===== src/rtl/mem_copy_engine.sv =====
// rtl/mem_copy_engine.sv - block COPY/FILL initiator for the single-port data RAM
module mem_copy_engine #(
    parameter int                    DATA_WIDTH   = 32,
    parameter int                    MEMORY_DEPTH = 64,
    parameter logic [DATA_WIDTH-1:0] BASE_ADDR    = 32'h1001_0000
) (
    input  logic                              clk,
    input  logic                              reset,
    input  logic                              start,
    input  logic                              mode,
    input  logic [DATA_WIDTH-1:0]             src_addr,
    input  logic [DATA_WIDTH-1:0]             dst_addr,
    input  logic [$clog2(MEMORY_DEPTH):0]     length,
    input  logic [DATA_WIDTH-1:0]             fill_value,
    output logic                              busy,
    output logic                              done,
    output logic                              error,
    output logic [$clog2(MEMORY_DEPTH):0]     words_done,
    output logic [DATA_WIDTH-1:0]             mem_address,
    output logic [DATA_WIDTH-1:0]             mem_write_data,
    output logic                              mem_write_enable,
    input  logic [DATA_WIDTH-1:0]             mem_read_data
);

    localparam int CW = $clog2(MEMORY_DEPTH) + 1;
    localparam logic [DATA_WIDTH:0] DEPTH_W = (DATA_WIDTH + 1)'(MEMORY_DEPTH);

    typedef enum logic [1:0] {S_IDLE, S_READ, S_WRITE, S_DONE} state_t;

    state_t                 state, next_state;
    logic                   mode_q;
    logic [DATA_WIDTH-1:0]  src_q, dst_q, fill_q, buf_q, wdata_q;
    logic [CW-1:0]          len_q;
    logic                   accept, req_ok;
    logic [DATA_WIDTH-1:0]  word_off, cur_wdata;

    // Offset arithmetic is one bit wider so huge addresses cannot wrap into range.
    function automatic logic range_ok(input logic [DATA_WIDTH-1:0] addr,
                                      input logic [CW-1:0]         len);
        logic [DATA_WIDTH:0] end_word;
        end_word = {1'b0, (addr - BASE_ADDR) >> 2} + {{(DATA_WIDTH + 1 - CW){1'b0}}, len};
        return (addr >= BASE_ADDR) && (end_word <= DEPTH_W);
    endfunction

    assign accept    = (state == S_IDLE) && start;
    assign req_ok    = (dst_addr[1:0] == 2'b00) && range_ok(dst_addr, length) &&
                       (mode || ((src_addr[1:0] == 2'b00) && range_ok(src_addr, length)));
    assign word_off  = {{(DATA_WIDTH - CW - 2){1'b0}}, words_done, 2'b00};
    assign cur_wdata = mode_q ? fill_q : buf_q;

    always_ff @(posedge clk) begin
        if (reset) begin
            state <= S_IDLE;
        end else begin
            state <= next_state;
        end
    end

    always_comb begin
        next_state       = state;
        busy             = 1'b0;
        done             = 1'b0;
        mem_write_enable = 1'b0;
        mem_address      = BASE_ADDR;
        mem_write_data   = wdata_q;
        case (state)
            S_IDLE: begin
                if (start) begin
                    if (!req_ok || (length == '0)) begin
                        next_state = S_DONE;
                    end else begin
                        next_state = mode ? S_WRITE : S_READ;
                    end
                end
            end
            S_READ: begin
                busy        = 1'b1;
                mem_address = src_q + word_off;
                next_state  = S_WRITE;
            end
            S_WRITE: begin
                busy             = 1'b1;
                mem_address      = dst_q + word_off;
                mem_write_enable = 1'b1;
                mem_write_data   = cur_wdata;
                if ((words_done + CW'(1)) < len_q) begin
                    next_state = mode_q ? S_WRITE : S_READ;
                end else begin
                    next_state = S_DONE;
                end
            end
            S_DONE: begin
                done       = 1'b1;
                next_state = S_IDLE;
            end
            default: next_state = S_IDLE;
        endcase
    end

    always_ff @(posedge clk) begin
        if (reset) begin
            mode_q     <= 1'b0;
            src_q      <= '0;
            dst_q      <= '0;
            len_q      <= '0;
            fill_q     <= '0;
            buf_q      <= '0;
            wdata_q    <= '0;
            words_done <= '0;
            error      <= 1'b0;
        end else if (accept) begin
            mode_q     <= mode;
            src_q      <= src_addr;
            dst_q      <= dst_addr;
            len_q      <= length;
            fill_q     <= fill_value;
            words_done <= '0;
            error      <= !req_ok;
        end else if (state == S_READ) begin
            buf_q <= mem_read_data;
        end else if (state == S_WRITE) begin
            wdata_q    <= cur_wdata;
            words_done <= words_done + CW'(1);
        end
    end

endmodule

===== config.mk =====
export PLATFORM = sky130hd
export DESIGN_NAME = mem_copy_engine
export DESIGN_NICKNAME = d
export VERILOG_FILES = /design/src/rtl/mem_copy_engine.sv
export SDC_FILE = /design/constraint.sdc
export NUM_CORES = 1
export LEC_CHECK = 0
export ABC_AREA = 1
export ABC_CLOCK_PERIOD_IN_PS = 5200
export CELL_PAD_IN_SITES_DETAIL_PLACEMENT = 0
export CELL_PAD_IN_SITES_GLOBAL_PLACEMENT = 1
export CORE_ASPECT_RATIO = 1.2
export CORE_MARGIN = 5
export CORE_UTILIZATION = 42
export DETAILED_ROUTE_END_ITERATION = 8
export DONT_BUFFER_PORTS = 1
export PLACE_DENSITY = 0.87
export SYNTH_ARGS = -nofsm -noshare
export SYNTH_HDL_FRONTEND = slang
export SYNTH_SLANG_ARGS = --single-unit

===== constraint.sdc =====
create_clock -name clk -period 5.2 [get_ports clk]
set_input_delay 0.52 -clock clk [delete_from_list [all_inputs] [get_ports clk]]
set_output_delay 0.52 -clock clk [all_outputs]
set_load 0.01 [all_outputs]

==> results.py, run 1 <==
metrics = {
    "status": {
        "outcome": "finished, final reports clean",
    },
    "placement": {
        "place_congestion": 0.9304,
        "placed_area_sq_um": 11900,
        "io_buffers": 0,
        "dp_hpwl_mm": 28.89,
        "dp_slack_ns": 0.9961,
    },
    "yosys": {
        "synth_area_sq_um": 11600,
        "synth_top_area_share": 0.3072,
        "synth_area_leaders": "dfxtp_1, nand2_1, o21ai_0, nor2_1, inv_1",
        "ys_types": 41,
        "ys.flop_type": "dfxtp_1",
        "synth_edf_count": 0,
        "yosys_warnings": 0,
        "ys_seq_area_frac": 0.3072,
        "synth.largest_area_cell": "dfxtp_1",
        "syn_avg_cell_area_sq_um": 6.223,
        "ys_ff_latch": 178,
        "async_flop_share": 0,
        "netlist_instances": 1864,
        "synth_nets": 2043,
    },
    "grt": {
        "grt_max_degree": 86,
        "overflow": 0,
        "gr-usage-met2": 0.4130,
        "grt_util_all_layers": 0.2388,
        "grt_pass1_wl_mm": 58.91,
        "antenna_found_initial": 0,
        "top_usage_layer": "met2",
        "grt_pass1_vias": 10940,
        "met1_usage": 0.2853,
        "use_met3": 0.05409,
    },
    "sta": {
        "worst_hold_slack_ns": 0.1970,
        "max_freq_mhz": 213.3,
        "setup_tns_ns": 0,
        "maxSlewViolCount": 0,
        "finalSetupViolations": 0,
        "relSlewSlack": 0.1640,
        "tightest_slew_ns": 1.251,
        "clock_skew_ns": 0.009468,
        "postLayoutSetupSlackWorst_ns": 0.5110,
        "finalCritPeriodShare": 0.9017,
        "rsz0062_at_grt": "false",
        "hold_violations": 0,
        "min_period_ns": 4.689,
    },
    "layout": {
        "drive_gt1_frac": 0.05317,
        "utilization": 0.4604,
        "fin_nets": 2009,
        "stdcell_area_sq_um": 12510,
        "syn_to_final_growth_pct": 7.830,
        "num_antenna_cells": 0,
    },
    "route": {
        "drtIter0Drc": 879,
        "via_per_inst": 5.379,
        "final_antenna_net_count": 0,
        "route.detailed.wl_per_inst_um": 17.41,
        "num_vias": 11740,
        "routed_wl_mm": 38.00,
        "drt_pass1_iterations": 6,
        "drcViolationCount": 0,
    },
    "die": {
        "pin_count": 214,
        "die-area_sq_um": 31060,
        "rows": 66,
        "fp.dieH_um": 192.1,
        "fp.coreArea_sq_um": 27170,
        "fp.dieW_um": 161.7,
        "start_util": 0.4270,
    },
    "clock_network": {
        "post_cts_buffers": 0,
        "cts_root_buf": "clkbuf_16",
        "htree_levels": 4,
        "clk-insertion-delay-late_ns": 0.45,
        "cts_tree": "built",
        "hold_buffers": 0,
        "cts_num_sinks": 178,
        "clock_path_buffers": 2,
        "clk_pin_slew_ns": 0.08,
        "cts_buffers": 17,
        "cts_resized": 0,
    },
    "power": {
        "clkPwrFrac": 0.255,
        "seqPwrFrac": 0.364,
        "combPwrFrac": 0.382,
        "ir_drop_mv": 0.3842,
        "switching_share": 0.4337,
        "internal-power_uw": 2963,
        "power_switching_uw": 2269,
        "powerDensity_nw_per_um2": 418.3,
        "cellLeakagePower_uw": 0.005450,
    },
    "worst_setup_path": {
        "endpoint_kind": "primary output",
        "path_buf_inv": 4,
        "critPathKind": "register to primary output",
        "slowest_stage": "dfxtp_1",
        "crit_fanout": 24,
        "startpoint_type": "register",
        "path_delay_family": "simple AND/OR/NAND/NOR gates",
        "crit_chain": "inv_1, ha_4, o21ai_0, ha_1, inv_1, fa_1, inv_1, nand3_1, nand2_1, nand2_1, nand2_1, a21oi_1, nor2_1, o21ai_1, nor2_1, nand2_1, nor2_1, nand3_2, nor2_4, a21oi_1, nor3_1, buf_4",
        "cpPeakStageDelay_ns": 0.39,
        "worstPathArrival_ns": 4.17,
        "required_ns": 4.68,
        "critPathMostFrequentCell": "nand2_1",
    },
    "worst_hold_path": {
        "holdCritPathClass": "primary input to register",
    },
    "run": {
        "cap_violations": 0,
    },
}
-- per-stage QoR --
step	power [uW]	instances
final	5232	2183
after global routing	5617	2183
after global placement	3879	2151
after detailed placement	3925	2151
after floorplan	3351	1864
after CTS	5258	2183
-- power groups by stage --
| stage | Clock, uW | Combinational [uW] | Sequential (uW) |
|---|---|---|---|
| floorplan | 0 | 1490 | 1860 |
| global placement | 0 | 1960 | 1920 |
| detailed placement | 0 | 2000 | 1930 |
| CTS | 1350 | 2010 | 1900 |
| global route | 1410 | 2270 | 1940 |
| finish | 1330 | 2000 | 1900 |
-- area by class of cell --
| cell class | count | area, sq um |
|---|---|---|
| Clock inverter | 15 | 181.4 |
| Clock buffer | 17 | 425.4 |
| Multi-Input combinational cell | 1331 | 6730 |
| Fill cell | 2871 | 14660 |
| Inverter | 289 | 1085 |
| Sequential cell | 178 | 3563 |
| Tap cell | 340 | 425.4 |
| Timing Repair Buffer | 13 | 97.59 |
-- cell usage after synthesis (6+ instances only) --
cell / number
nand3_1: 90
inv_2: 7
a21oi_1: 76
xnor2_1: 6
nand3b_1: 8
clkbuf_1: 59
xor2_1: 22
a22o_1: 43
nand4_1: 31
ha_1: 37
o22ai_1: 35
nand2_1: 375
nor2_1: 297
nor2_2: 14
nor2_4: 7
inv_1: 278
nand2_2: 9
o21ai_0: 225
nor3_1: 14
buf_2: 7
dfxtp_1: 178
o21ai_1: 6
nor4_1: 6
-- logic make-up (layout without fill, tap and decap cells) --
kind of cell | Yosys count | in the layout | share of synthesized area
AO/OA/AOI/OAI | 398 | 398 | 0.1923
XOR/XNOR | 30 | 30 | 0.02395
adder cells (fa/ha/maj) | 40 | 40 | 0.04509
buffers and inverters | 355 | 334 | 0.1156
flip-flops | 178 | 178 | 0.3072
AND/OR/NAND/NOR | 863 | 863 | 0.3158
-- flip-flops by register name (all words and copies together) (netlist names) --
signal and cells:
buf_q 32, wdata_q 32, mode_q 1, error 1
words_done 7, src_q 32, state 2, len_q 7
dst_q 32, fill_q 32
-- routing by layer --
layer,wire [um],share of wire
met2,18030,0.47
met5,0,0
met4,1445,0.038
met3,2552,0.067
met1,15970,0.42
-- cells in the final DEF, fill, tap and decap left out, drive strengths merged, types with 2 or more instances in the layout --
cell    count
o21ai     231
nand4      31
a211oi      2
nor3       16
nor4        7
o22ai      35
clkbuf     17
fa          3
clkinv      8
inv       294
or2         2
nand3      94
xnor2       6
o21bai      2
nand3b      8
buf        13
o21a        2
xor2       24
dfxtp     178
nand2     384
ha         37
nor3b       2
nor2      318
a21o        2
a22o       43
a21oi      77
-- final timing paths --
path | from | end | slack, ns | depth (start not counted)
max | state[0] | mem_address[26] | 0.51 | 22
min | length[2] | len_q[2] | 0.20 | 2
max reg2reg | state[0] | wdata_q[2] | 2.28 | 10
min reg2reg | dst_q[18] | dst_q[18] | 0.46 | 2
No activity file was read; power rests on OpenSTA's default activity.
==> run 2, diff against run 1 <==
CORE_MARGIN = unset   (was 5)
CORE_UTILIZATION = 45   (was 42)
MAX_ROUTING_LAYER = met4   (was unset)
PLACE_DENSITY = 0.91   (was 0.87)
==> results.py, run 2 (synthesis results as in run 1) <==
metrics = {
    "clock_network": {
        "cts_tree": "built",
        "htree_levels": 4,
        "cts_num_sinks": 178,
        "cts_root_buf": "clkbuf_16",
        "hold_buffers": 0,
        "clock_path_buffers": 2,
        "cts_buffers": 17,
        "clk_pin_slew_ns": 0.08,
        "clk-insertion-delay-late_ns": 0.45,
    },
    "sta": {
        "max_freq_mhz": 212.3,
        "finalCritPeriodShare": 0.9060,
        "finalSetupViolations": 0,
        "maxSlewViolCount": 0,
        "relSlewSlack": 0.1466,
        "tightest_slew_ns": 1.277,
        "clock_skew_ns": 0.01597,
        "rsz0062_at_grt": "false",
        "min_period_ns": 4.711,
        "hold_violations": 0,
        "setup_tns_ns": 0,
    },
    "grt": {
        "grt_pass1_wl_mm": 56.42,
        "overflow": 0,
        "grt_util_all_layers": 0.2826,
        "grt_max_degree": 65,
        "antenna_found_initial": 0,
        "grt_pass1_vias": 10770,
    },
    "worst_setup_path": {
        "required_ns": 4.68,
        "crit_fanout": 31,
        "critPathMostFrequentCell": "nand2_1",
        "critPathKind": "register to primary output",
        "startpoint_type": "register",
        "path_delay_family": "simple AND/OR/NAND/NOR gates",
        "path_buf_inv": 4,
        "cpPeakStageDelay_ns": 0.42,
        "endpoint_kind": "primary output",
        "crit_chain": "inv_1, ha_4, nand2_1, o21ai_0, ha_1, inv_1, fa_1, inv_1, nand3_1, nand2_1, nand2_1, nand2_1, a21oi_1, nor2_1, o21ai_1, nor2_1, nand2_1, nor2_1, nand3_2, nor2_4, a31oi_1, nor3b_1, buf_4",
        "worstPathArrival_ns": 4.19,
        "slowest_stage": "ha_4",
    },
    "power": {
        "powerDensity_nw_per_um2": 415.5,
        "cellLeakagePower_uw": 0.005428,
        "ir_drop_mv": 0.3182,
        "power_uw": 5183,
    },
    "route": {
        "route.detailed.wl_per_inst_um": 16.90,
        "routed_wl_mm": 36.71,
        "final_antenna_net_count": 0,
        "drtIter0Drc": 652,
        "num_vias": 11830,
        "drcViolationCount": 0,
        "drt_pass1_iterations": 5,
        "via_per_inst": 5.445,
    },
    "placement": {
        "placed_area_sq_um": 11880,
        "post-place-cells": 2140,
        "place_congestion": 0.9613,
        "io_buffers": 0,
        "dp_hpwl_mm": 27.57,
    },
    "die": {
        "die-area_sq_um": 26430,
        "rows": 64,
        "fp.dieW_um": 148.6,
        "pin_count": 214,
        "start_util": 0.4570,
        "fp.dieH_um": 177.9,
        "fp.coreArea_sq_um": 25380,
    },
    "layout": {
        "syn_to_final_growth_pct": 7.529,
        "final_cell_mix": "nand2_1, nor2_1, inv_1, o21ai_0, dfxtp_1",
        "utilization": 0.4914,
        "fin_nets": 2009,
        "drive_gt1_frac": 0.05263,
        "finalNonFillerCells": 2173,
        "num_antenna_cells": 0,
        "stdcell_area_sq_um": 12470,
        "mostFrequentLayoutCell": "nand2_1",
    },
    "status": {
        "outcome": "finished, final reports clean",
    },
    "run": {
        "cap_violations": 0,
    },
    "worst_hold_path": {
        "holdCritPathClass": "primary input to register",
    },
}
-- run 2: cell type report --
class	count	area [sq um]
Fill cell	2626	12910
Multi-Input combinational cell	1331	6730
Sequential cell	178	3563
Inverter	289	1085
Clock buffer	18	429.2
Tap cell	330	412.9
Clock inverter	14	142.6
Timing Repair Buffer	13	110.1
-- run 2: final timing paths --
path                   from         endpoint  slack, ns  cells after the start
setup / recovery   state[0]  mem_address[30]       0.49                     23
hold reg to reg   dst_q[27]        dst_q[27]       0.46                      2
setup reg to reg   state[0]    words_done[5]       2.30                     10
hold / removal    length[2]         len_q[2]       0.20                      2
-- run 2: metal layers --
layer,track usage,routed length [um],share of wire,vias to the layer above
li1,-,-,-,5946
met1,0.3310,15240,0.42,5425
met2,0.4774,17750,0.48,395
met3,0.04833,2454,0.067,66
met4,0.1130,1265,0.034,0
met5,-,0,0,-
-- run 2: through the flow --
stage | hold slack, ns | setup WS, ns
2_1_floorplan | 0.4230 | 0.6745
3_3_place_gp | 0.4389 | 0.8689
3_5_place_dp | 0.4457 | 0.7568
4_1_cts | 0.1868 | 0.2607
5_1_grt | 0.1967 | 0.1445
6_report | 0.2025 | 0.4887
-- run 2: power breakdown --
group | internal, uW | total (uW) | switching, uW
logic | 572 | 2000 | 1430
clock network | 675 | 1280 | 606
registers | 1710 | 1900 | 193
total | 2960 | 5180 | 2230
-- run 2: repair_timing --
action                     in CTS  in global routing
setup endpoints to repair       0                  3
resized for setup               0                  0
buffers inserted                0                  1
==> run 3, diff against run 2 <==
GPL_ROUTABILITY_DRIVEN = 0   (was unset)
==> results.py, run 3 (synthesis results as in run 1) <==
metrics = {
    "clock_network": {
        "cts_tree": "built",
        "clk-insertion-delay-late_ns": 0.44,
        "cts_root_buf": "clkbuf_16",
        "htree_levels": 4,
        "cts_resized": 0,
        "clk_pin_slew_ns": 0.06,
        "cts_num_sinks": 178,
        "clock_path_buffers": 2,
        "cts_buffers": 17,
        "hold_buffers": 0,
        "post_cts_buffers": 0,
    },
    "placement": {
        "io_buffers": 0,
        "placed_area_sq_um": 11880,
        "dp_hpwl_mm": 27.30,
        "post-place-cells": 2140,
        "dp_slack_ns": 1.060,
    },
    "power": {
        "powerDensity_nw_per_um2": 412.5,
        "internal-power_uw": 2960,
        "switching_share": 0.4233,
        "ir_drop_mv": 0.3021,
        "clkPwrFrac": 0.244,
        "seqPwrFrac": 0.369,
        "cellLeakagePower_uw": 0.005420,
        "combPwrFrac": 0.386,
        "power_switching_uw": 2173,
    },
    "worst_setup_path": {
        "cpPeakStageDelay_ns": 0.37,
        "critPathKind": "register to primary output",
        "endpoint_kind": "primary output",
        "critPathMostFrequentCell": "nand2_1",
        "startpoint_type": "register",
        "crit_fanout": 25,
        "slowest_stage": "fa_1",
        "worstPathArrival_ns": 4.10,
        "crit_chain": "inv_1, ha_4, nand2_1, o21ai_0, ha_1, inv_1, fa_1, inv_1, nand3_1, nand2_1, nand2_1, nand2_1, a21oi_1, nor2_1, o21ai_1, nor2_1, nand2_1, nor2_1, nand3_2, nor2_4, a31oi_1, nor3b_1, buf_4",
        "required_ns": 4.68,
        "path_delay_family": "simple AND/OR/NAND/NOR gates",
        "path_buf_inv": 4,
    },
    "die": {
        "fp.coreArea_sq_um": 25380,
        "rows": 64,
        "start_util": 0.4570,
        "fp.dieH_um": 177.9,
        "die-area_sq_um": 26430,
        "pin_count": 214,
        "fp.dieW_um": 148.6,
    },
    "sta": {
        "hold_violations": 0,
        "relSlewSlack": 0.1614,
        "setup_tns_ns": 0,
        "rsz0062_at_grt": "false",
        "finalSetupViolations": 0,
        "postLayoutSetupSlackWorst_ns": 0.5790,
        "tightest_slew_ns": 1.255,
        "min_period_ns": 4.621,
        "finalCritPeriodShare": 0.8886,
        "max_freq_mhz": 216.4,
        "clock_skew_ns": 0.009560,
        "maxSlewViolCount": 0,
    },
    "layout": {
        "stdcell_area_sq_um": 12440,
        "fin_nets": 2008,
        "mostFrequentLayoutCell": "nand2_1",
        "finalNonFillerCells": 2172,
        "num_antenna_cells": 0,
        "syn_to_final_growth_pct": 7.280,
        "final_cell_mix": "nand2_1, nor2_1, inv_1, o21ai_0, dfxtp_1",
        "utilization": 0.4902,
        "drive_gt1_frac": 0.05103,
    },
    "run": {
        "cap_violations": 0,
    },
    "status": {
        "outcome": "finished, final reports clean",
    },
    "grt": {
        "overflow": 0,
        "grt_util_all_layers": 0.2815,
        "antenna_found_initial": 0,
        "grt_pass1_vias": 11020,
        "grt_pass1_wl_mm": 56.40,
        "grt_max_degree": 85,
    },
    "route": {
        "final_antenna_net_count": 0,
        "num_vias": 11840,
        "route.detailed.wl_per_inst_um": 16.74,
        "via_per_inst": 5.453,
        "drcViolationCount": 0,
        "routed_wl_mm": 36.37,
        "drt_pass1_iterations": 7,
        "drtIter0Drc": 674,
    },
    "worst_hold_path": {
        "holdCritPathClass": "primary input to register",
    },
}
-- run 3: changes by cell type in the layout (fill, tap and decap cells not counted), sizes merged --
| cell | before | now |
|---|---|---|
| clkinvlp | 4 | 2 |
| clkinv | 6 | 8 |
| buf | 13 | 12 |
| clkbuf | 18 | 22 |
| inv | 292 | 288 |
-- run 3: power groups by stage --
stage | Combinational (uW) | Sequential (uW) | Clock [uW]
2_1_floorplan | 1490 | 1860 | 0
3_3_place_gp | 1930 | 1910 | 0
3_5_place_dp | 1970 | 1920 | 0
4_1_cts | 1980 | 1890 | 1270
5_1_grt | 2230 | 1930 | 1340
6_report | 1980 | 1900 | 1250
-- run 3: area by class of cell --
type | instances | area, sq um
inverter | 289 | 1085
clock buffer | 22 | 464.2
timing repair buffer | 12 | 90.09
clock inverter | 10 | 98.84
sequential | 178 | 3563
tap | 330 | 412.9
fill | 2582 | 12940
multi-input combinational | 1331 | 6730
-- run 3: worst paths after layout --
check                  from               to  slack (ns)  cells after the start
setup / recovery   state[0]  mem_address[30]        0.58                     23
hold / removal    length[2]         len_q[2]        0.21                      2
hold reg to reg   dst_q[10]        dst_q[10]        0.46                      2
setup reg to reg   state[0]      wdata_q[29]        1.65                     10
-- run 3: routing by layer --
metal,global-route usage,up-vias,routed length (um)
met1,0.3214,5360,15180
met3,0.05835,103,2600
met5,-,-,0
li1,-,5931,-
met2,0.4622,449,16840
met4,0.1473,0,1747
-- run 3: through the flow --
stage	hold slack (ns)	power [uW]
after floorplan	0.4230	3351
after global placement	0.4405	3841
after detailed placement	0.4458	3889
after CTS	0.1896	5142
after global routing	0.1972	5500
final	0.2097	5133
